[src/rtl/mod_updown_counter.sv]
// Parametrised modulo-MOD_VAL up/down counter with clear, load, wrap/saturate and tc/ovf flags.
// Optional registered Gray-coded output q_gray when GRAY_OUT_EN is defined.
module mod_updown_counter #(
  parameter int unsigned      WIDTH    = 4,
  parameter longint unsigned  MOD_VAL  = 16,
  parameter int unsigned      SATURATE = 0
) (
  input  logic             clk,
  input  logic             reset,
  input  logic             clear,
  input  logic             load,
  input  logic [WIDTH-1:0] load_val,
  input  logic             en,
  input  logic             up_dn,
  output logic [WIDTH-1:0] q,
  output logic             tc,
  output logic             ovf
`ifdef GRAY_OUT_EN
  ,
  output logic [WIDTH-1:0] q_gray
`endif
);

  // Modulus held in WIDTH+1 bits so MOD_VAL == 2^WIDTH compares without truncation.
  localparam logic [WIDTH:0]   LP_MOD = (WIDTH+1)'(MOD_VAL);
  localparam logic [WIDTH-1:0] LP_MAX = WIDTH'(MOD_VAL - 64'd1);

  initial begin
    if (WIDTH < 2 || WIDTH > 32) begin
      $error("mod_updown_counter: WIDTH must be in 2..32");
    end
    if (MOD_VAL < 2 || MOD_VAL > (64'd1 << WIDTH)) begin
      $error("mod_updown_counter: MOD_VAL must be in 2..2^WIDTH");
    end
`ifdef GRAY_OUT_EN
    if (MOD_VAL != (64'd1 << WIDTH)) begin
      $error("mod_updown_counter: GRAY_OUT_EN requires MOD_VAL == 2^WIDTH");
    end
`endif
  end

  logic [WIDTH-1:0] r_q;
  logic             r_ovf;
  logic [WIDTH-1:0] w_next_q;
  logic             w_next_ovf;
  logic [WIDTH-1:0] w_load_q;
  logic             w_at_max;
  logic             w_at_zero;

  assign w_at_max  = (r_q == LP_MAX);
  assign w_at_zero = (r_q == '0);
  assign w_load_q  = ({1'b0, load_val} >= LP_MOD) ? LP_MAX : load_val;

  always_comb begin
    w_next_q   = r_q;
    w_next_ovf = 1'b0;
    if (clear) begin
      w_next_q = '0;
    end else if (load) begin
      w_next_q = w_load_q;
    end else if (en) begin
      if (up_dn) begin
        if (w_at_max) begin
          w_next_ovf = 1'b1;
          w_next_q   = (SATURATE != 0) ? r_q : '0;
        end else begin
          w_next_q = r_q + 1'b1;
        end
      end else begin
        if (w_at_zero) begin
          w_next_ovf = 1'b1;
          w_next_q   = (SATURATE != 0) ? r_q : LP_MAX;
        end else begin
          w_next_q = r_q - 1'b1;
        end
      end
    end
  end

  always_ff @(posedge clk or posedge reset) begin
    if (reset) begin
      r_q   <= '0;
      r_ovf <= 1'b0;
    end else begin
      r_q   <= w_next_q;
      r_ovf <= w_next_ovf;
    end
  end

`ifdef GRAY_OUT_EN
  logic [WIDTH-1:0] r_q_gray;

  always_ff @(posedge clk or posedge reset) begin
    if (reset) begin
      r_q_gray <= '0;
    end else begin
      r_q_gray <= w_next_q ^ (w_next_q >> 1);
    end
  end

  assign q_gray = r_q_gray;
`endif

  assign q   = r_q;
  assign ovf = r_ovf;
  assign tc  = (up_dn & w_at_max) | (~up_dn & w_at_zero);

endmodule

[config.mk]
export PLATFORM = sky130hd
export DESIGN_NAME = mod_updown_counter
export DESIGN_NICKNAME = d
export VERILOG_FILES = /design/src/rtl/mod_updown_counter.sv
export SDC_FILE = /design/constraint.sdc
export NUM_CORES = 1
export LEC_CHECK = 0
export CORE_AREA = 2 2 43 45
export DETAILED_ROUTE_END_ITERATION = 8
export DIE_AREA = 0 0 45 47
export PLACE_DENSITY_LB_ADDON = 0.12
export REMOVE_ABC_BUFFERS = 1
export SYNTH_ARGS = -nofsm -noshare
export SYNTH_HDL_FRONTEND = slang
export SYNTH_SLANG_ARGS = --single-unit
[constraint.sdc]
create_clock -name clk -period 3.5 [get_ports clk]
set_input_delay 0.35 -clock clk [delete_from_list [all_inputs] [get_ports clk]]
set_output_delay 0.35 -clock clk [all_outputs]
set_load 0.01 [all_outputs]
Word level (Yosys, flattened, before mapping)
Index checks and enable logic that the tools add are counted.
{"block": "word_totals", "register_bits": 5, "wordCells": 23}
{"block": "op_classes", "n_addsub": 2, "n_reduce_logical": 2, "n_bitwise": 4, "eq_ne": 1, "n_mux": 12}
{"cell": "4-bit 2-to-1 mux", "count": 6}
{"cell": "1-bit 2-to-1 mux", "count": 6}
{"cell": "4-bit by 1-bit adder with 4-bit output, second input constant", "count": 1}
{"cell": "4-bit equality test, second input constant", "count": 1}
{"cell": "4-bit zero test", "count": 1}
{"cell": "4-bit by 1-bit subtractor with 4-bit output, second input constant", "count": 1}
{"cell": "3-bit nonzero test", "count": 1}
{"cell": "1-bit bitwise AND", "count": 2}
{"cell": "1-bit inverter", "count": 1}
{"cell": "1-bit OR", "count": 1}

Depth between registers and ports, before layout
Gate-level depths: netlist of run 1.
{"block": "depth", "ltp_word": 6, "ltp_mapped": 6, "ltp_nobuf": 6}

Least setup slack after synthesis of run 1
Ideal clock, no wire load.
{"block": "synth_path", "path_type": "flip-flop to output port", "start": "reg r_q[0], in the netlist q[0]", "end": "out tc", "arrival_time_ns": 1.392, "required_time_ns": 3.150, "slack_ns": 1.758, "path_stages_with_launch": 5, "n_path_buf": 0, "path_cell_list": "dfrtp_1 -> inv_1 -> ha_1 -> or3b_1 -> o21ai_0"}
{"block": "synth_between", "elab_chain_len": 3}
{"item": "start: declaration", "line_no": "42", "rtl": "logic [WIDTH-1:0] r_q;"}
{"item": "start signal: assignment", "line_no": "85", "rtl": "r_q <= w_next_q;"}
{"item": "4-bit equality test / 4-bit zero test (equally long branches)", "line_no": "50, 51"}
{"item": "1-bit bitwise AND", "line_no": "106", "rtl": "assign tc = (up_dn & w_at_max) | (~up_dn & w_at_zero);"}
{"item": "1-bit OR *", "line_no": "106"}
{"item": "end: declaration", "line_no": "16", "rtl": "output logic tc,"}
Mark *: on every way between the ends. The rest lies on a longest branch, timed or not.

Worst setup path in the final report of run 1
Ends and elaborated chain as after synthesis.

==> summary.md, run 1 <==
| Metric | Value |
|---|---|
| Synth cell types | 24 |
| # clock sinks | 5 |
| Worst R2R Setup Slack | 1760 ps |
| Worst setup endpoint | tc |
| Synthesized instance count | 48 |
| Worst setup SP type | flop |
| Post-DP HPWL | 716 um |
| Max Slew Vio Count | 0 |
| Top routing layer used | met4 |
| Critical Path End Type | output pin |
| Aggregate global-route resource usage | 11.8% |
| GR Overflow Total | 0 |
| CP Launch Point | q[0]$_DFFE_PP0P_ |
| Worst-path clk slew | 50 ps |
| Routed vias | 394 |
| Final Wtd Congestion | 0.657 |
| Wire per inst | 12.1 um |
| Initial antenna violation count | 0 |
| Max-slew headroom | 78.2% |
| Cells after DPL | 78 |
| Worst-Skew Late Latency | 250 ps |
| Initial Utilization | 24.5% |
| Antenna cells | 0 |
| Cell Pwr Density | 339 nW/um^2 |
| Post-CTS Hold Buffers | 0 |
| Clk network pwr share | 36.1% |
| Max-Cap Viols | 0 |
| Finish-stage setup viols | 0 |
| HP Class | in2async |
| Synth area leader | dfrtp_1 |
| Post-Syn Area per Cell | 8.45 um^2 |
| Post-Route WL | 996 um |
| DR vias/cell | 4.80 |
| CTS root buffer | clkbuf_4 |
| Hold Vio Cnt, Final | 0 |
| F_max | 394 MHz |
| Int Pwr | 138 uW |
| DRT antenna net count | 0 |
| Largest net degree at the start of global routing | 10 |
| Status | completed |
| Die area | 2120 um^2 |
| Num CTS Buffers | 3 |
| Met3 routed WL | 47 um |
| Initial DRC Count | 7 |
| Wl on met1 | 430 um |
| Final cell count without fillers | 82 |
| Final worst-path cycle share | 72.4% |
| RSZ-0062 raised after global routing | false |
| Leakage | 0.000260 uW |
| R2R cell count | 6 |
| Area grow syn2layout | 45.1% |
| # H-tree levels | 1 |
| CTS resizes | 0 |
| First-pass GRT wire length | 1690 um |
| Sw Share | 30.8% |
| Minimum clock period | 2540 ps |
| CTS tree | done |
| Synth area leaders | dfrtp_1, a21oi_1, inv_1, ha_1, mux2i_1 |
| Worst Path Arrival | 2190 ps |
| Synthesized cell area | 405 um^2 |
| Slew @ Worst Pin | 326 ps |
| Clock Tree Buf Depth | 2 |
| DR DRC count | 0 |
| Total Power | 200 uW |
| Worst EP required | 3150 ps |
| Worst R2R Start | q[0]$_DFFE_PP0P_ |
| Top cell type's share of synthesized area | 30.9% |
| Register area share after synthesis | 30.9% |
| Reg2reg end | q[0]$_DFFE_PP0P_ |
| Setup Skew | 3.73 ps |
| P_sw | 61.4 uW |
| Yosys reg bits | 5 |
| DRT Pass-1 Iters | 2 |
| Worst slack, placed | 1040 ps |
| Final worst slack | 964 ps |
| Yosys warns | 0 |
| Worst IR drop on VDD | 0.0936 mV |
| Final nets | 78 |
| Port bufs | 15 |
| Io pins | 16 |
| Gate power share | 29.1% |
| CP Max Fanout | 9 |
| Hold_ws | 287 ps |
| Crit Path Class | reg2out |
| Rows | 15 |
| Core area | 1650 um^2 |
| Die width | 45 um |
| Met2 WL post-DR | 498 um |
| Vias in the first global route | 356 |
| Share of layout cells above drive strength 1 | 7.69% |
| Setup Buffers After CTS | 0 |
| Setup TNS | 0 ps |
| Sequential power share | 34.8% |
| Die Span Y | 47 um |
placed cells by master (no fill, tap or decap):
| cell | netlist | final |
|---|---|---|
| clkdlybuf4s50_1 | 0 | 15 |
| inv_1 | 7 | 7 |
| a21oi_1 | 6 | 6 |
| dfrtp_1 | 5 | 5 |
| o21ai_0 | 4 | 4 |
| nor2_1 | 3 | 3 |
| clkbuf_4 | 0 | 3 |
| mux2i_1 | 2 | 2 |
| xnor2_1 | 2 | 2 |
| a31oi_1 | 2 | 2 |
| ha_1 | 2 | 2 |
| inv_2 | 1 | 1 |
| o21a_1 | 1 | 1 |
| or4_1 | 1 | 1 |
| a21bo_1 | 1 | 1 |
| o21bai_1 | 1 | 1 |
| a311o_1 | 1 | 1 |
| o31ai_1 | 1 | 1 |
| or3b_1 | 1 | 1 |
| nand4_1 | 1 | 1 |
| and3b_1 | 1 | 1 |
| a221oi_2 | 1 | 1 |
| nand2_1 | 1 | 1 |
| nor2b_1 | 1 | 1 |
| clkbuf_1 | 1 | 1 |
worst max-delay path, cell delays in order (launching register included):
cell             delay [ps]
dfrtp_1                 480
inv_1                   110
ha_1                    190
or3b_1                  370
o21ai_0                 210
clkdlybuf4s50_1         570
how the worst min path moves through the flow:
stage          start                to  slack [ps]  cells after the start
3_5_place_dp   reset     ovf$_DFF_PP0_         560                      2
6_report       reset  q[0]$_DFFE_PP0P_         290                      2
5_1_grt        reset  q[0]$_DFFE_PP0P_         320                      2
4_1_cts        reset  q[0]$_DFFE_PP0P_         290                      2
2_1_floorplan  reset     ovf$_DFF_PP0_         130                      1
3_3_place_gp   reset     ovf$_DFF_PP0_         560                      2
state kept, by name (all words and copies together), names as in the netlist:
name	cells
ovf	1
q	4
power groups by stage:
| stage | sequential [uW] | clock [uW] | combinational, uW |
|---|---|---|---|
| finish | 69.5 | 72.0 | 58.2 |
| global route | 71.1 | 77.5 | 64.9 |
| CTS | 69.7 | 72.6 | 58.6 |
| detailed placement | 70.5 | 0 | 57.9 |
| global placement | 71.0 | 0 | 58.2 |
| floorplan | 70.3 | 0 | 28.1 |
kinds of logic after synthesis:
logic type               synth area share (%)
buffers and inverters                    11.1
AND/OR/NAND/NOR                          13.0
flip-flops                               30.9
AO/OA/AOI/OAI                            29.6
adder cells (fa/ha/maj)                  6.17
multiplexers                             4.94
XOR/XNOR                                 4.32
area by class of cell:
class,instances,area (um^2)
Fill cell,170,1060
Multi-Input combinational cell,33,235
Timing Repair Buffer,15,150
Sequential cell,5,125
Inverter,8,30.0
Clock buffer,4,26.3
Tap cell,17,21.3
routing by layer:
metal,track usage (%),vias to the layer above
met2,17.1,11
met3,2.31,2
met5,0,-
li1,-,201
met1,15.4,180
met4,8.82,0
through the flow:
stage	util (%)	cell area, um^2
4_1_cts	35.6	588
3_5_place_dp	34.0	562
5_1_grt	35.6	588
3_3_place_gp	34.0	562
2_1_floorplan	-	390
6_report	35.6	588
cells in the mapped netlist (all sizes together):
| cell | number |
|---|---|
| and3b | 1 |
| mux2i | 2 |
| a21oi | 6 |
| nand2 | 1 |
| or4 | 1 |
| dfrtp | 5 |
| o21bai | 1 |
| o31ai | 1 |
| inv | 8 |
| or3b | 1 |
| nand4 | 1 |
| a21bo | 1 |
| a311o | 1 |
| buf | 1 |
| xnor2 | 2 |
| a221oi | 1 |
| o21a | 1 |
| nor2 | 3 |
| o21ai | 4 |
| clkbuf | 1 |
| nor2b | 1 |
| a31oi | 2 |
| ha | 2 |
No activity file was read; power rests on OpenSTA's default activity.
==> run 2, diff against run 1 <==
==> constraint.sdc (replaced) <==
create_clock -name clk -period 2.47 [get_ports clk]
set_input_delay 0.247 -clock clk [delete_from_list [all_inputs] [get_ports clk]]
set_output_delay 0.247 -clock clk [all_outputs]
set_load 0.01 [all_outputs]
==> summary.md, run 2 (synthesis gave the netlist of run 1 again) <==
| Metric | Value |
|---|---|
| Share of layout cells above drive strength 1 | 11.9% |
| Final nets | 80 |
| Worst Path Arrival | 2100 ps |
| Post-DP HPWL | 787 um |
| Die width | 45 um |
| First-pass GRT wire length | 1590 um |
| Final worst-path cycle share | 95.0% |
| Status | completed |
| DRT Pass-1 Iters | 4 |
| Antenna cells | 0 |
| CTS tree | done |
| Leakage | 0.000269 uW |
| Routed vias | 415 |
| Post-layout instance area | 604 um^2 |
| Minimum clock period | 2350 ps |
| Setup TNS | 0 ps |
| Aggregate global-route resource usage | 11.1% |
| Die area | 2120 um^2 |
| GR Overflow Total | 0 |
| Commonest non-fill, non-tap cell in the layout | clkdlybuf4s50_1 |
| Largest net degree at the start of global routing | 10 |
| DR vias/cell | 4.94 |
| Int Pwr | 198 uW |
| Worst R2R Setup Slack | 830 ps |
| Sequential power share | 34.6% |
| Max reg flops | 4 |
| Area grow syn2layout | 49.1% |
| Commonest cells after routing, fill and taps aside | clkdlybuf4s50_1, inv_1, a21oi_1 |
| Max-Cap Viols | 0 |
| Finish-stage setup viols | 0 |
| CP Max Fanout | 9 |
| Hold Vio Cnt, Final | 0 |
| Critical Path End Type | output pin |
| Clock Tree Buf Depth | 2 |
| HP Class | in2async |
| Sw Share | 29.0% |
| Gate power share | 31.4% |
| Core area | 1650 um^2 |
| Max-slew headroom | 78.6% |
| RSZ-0062 raised after global routing | false |
| Worst EP required | 2220 ps |
| Worst setup SP type | flop |
| Num CTS Buffers | 3 |
| Worst-path clk slew | 40 ps |
| Max Slew Vio Count | 0 |
| Io pins | 16 |
| Rows | 15 |
| Wire per inst | 12.0 um |
| Port bufs | 15 |
| Crit Path Class | reg2out |
| Worst-Skew Late Latency | 240 ps |
| Slew @ Worst Pin | 319 ps |
| # clock sinks | 5 |
| Placed cell area | 577 um^2 |
| Setup Skew | 2.23 ps |
| Initial Utilization | 24.5% |
| Die Span Y | 47 um |
| Final Wtd Congestion | 0.710 |
| Cell Pwr Density | 463 nW/um^2 |
| Vias in the first global route | 356 |
| Post-Route WL | 1010 um |
| R2R cell count | 6 |
| # H-tree levels | 1 |
| DRT antenna net count | 0 |
| F_max | 426 MHz |
| P_sw | 81.2 uW |
| Worst IR drop on VDD | 0.168 mV |
| Initial DRC Count | 13 |
| Clk network pwr share | 34.0% |
| Initial antenna violation count | 0 |
| CTS root buffer | clkbuf_4 |
| Reg2reg end | q[0]$_DFFE_PP0P_ |
| Worst R2R Start | q[0]$_DFFE_PP0P_ |
| DR DRC count | 0 |
-- run 2: cell count changes in the layout (fill, tap and decap cells not counted), sizes merged --
cell	before	now
buf	0	2
-- run 2: cell type report --
| class | instances | area [um^2] |
|---|---|---|
| fill | 189 | 1050 |
| multi-input combinational | 33 | 235 |
| timing repair buffer | 17 | 165 |
| sequential | 5 | 126 |
| inverter | 8 | 30.0 |
| clock buffer | 4 | 26.3 |
| tap | 17 | 21.3 |
-- run 2: per-stage QoR --
stage / util (%) / power [uW] / setup WS [ps] / hold slack, ps / instances
finish: 36.6 / 280 / 123 / 203 / 84
global route: 36.6 / 300 / 7.38 / 218 / 84
CTS: 36.5 / 284 / 85.4 / 205 / 84
detailed placement: 34.9 / 186 / 350 / 467 / 80
global placement: 34.9 / 187 / 390 / 470 / 80
floorplan: - / 139 / 809 / 25.5 / 46
-- run 2: routing by layer --
layer | up-vias | share of wire [%] | wire (um) | GRT usage (%)
met5 | - | 0 | 0 | 0
met4 | 0 | 0 | 0 | 1.76
met3 | 0 | 7.0 | 70 | 5.77
met2 | 14 | 51 | 510 | 18.3
met1 | 194 | 42 | 425 | 13.2
li1 | 207 | - | - | -
-- run 2: power by group through the flow --
stage | Clock, uW | Combinational (uW) | Sequential [uW]
floorplan | 0 | 39.8 | 99.6
global placement | 0 | 89.2 | 97.5
detailed placement | 0 | 88.0 | 97.9
CTS | 98.3 | 88.4 | 96.8
global route | 105 | 96.7 | 98.3
finish | 95.2 | 87.7 | 96.7
-- run 2: worst max-delay path, cell delays in order, from the launching register on --
cell and delay, ps:
dfrtp_2 450, inv_1 90, ha_1 170, or3b_1 370
o21ai_0 210, clkdlybuf4s50_1 580
-- run 2: worst max path at each step --
stage	start	end	slack, ps
floorplan	q[0]$_DFFE_PP0P_	ovf$_DFF_PP0_	810
global placement	q[0]$_DFFE_PP0P_	tc	390
detailed placement	q[0]$_DFFE_PP0P_	tc	350
CTS	q[0]$_DFFE_PP0P_	tc	90
global route	q[0]$_DFFE_PP0P_	tc	7
finish	q[0]$_DFFE_PP0P_	tc	120
-- run 2: repair_timing --
item,in CTS,in global routing
gates resized for setup,0,1
hold buffers,0,0
endpoints found under the hold margin,0,0
setup buffers,0,0
setup endpoints to repair,0,1
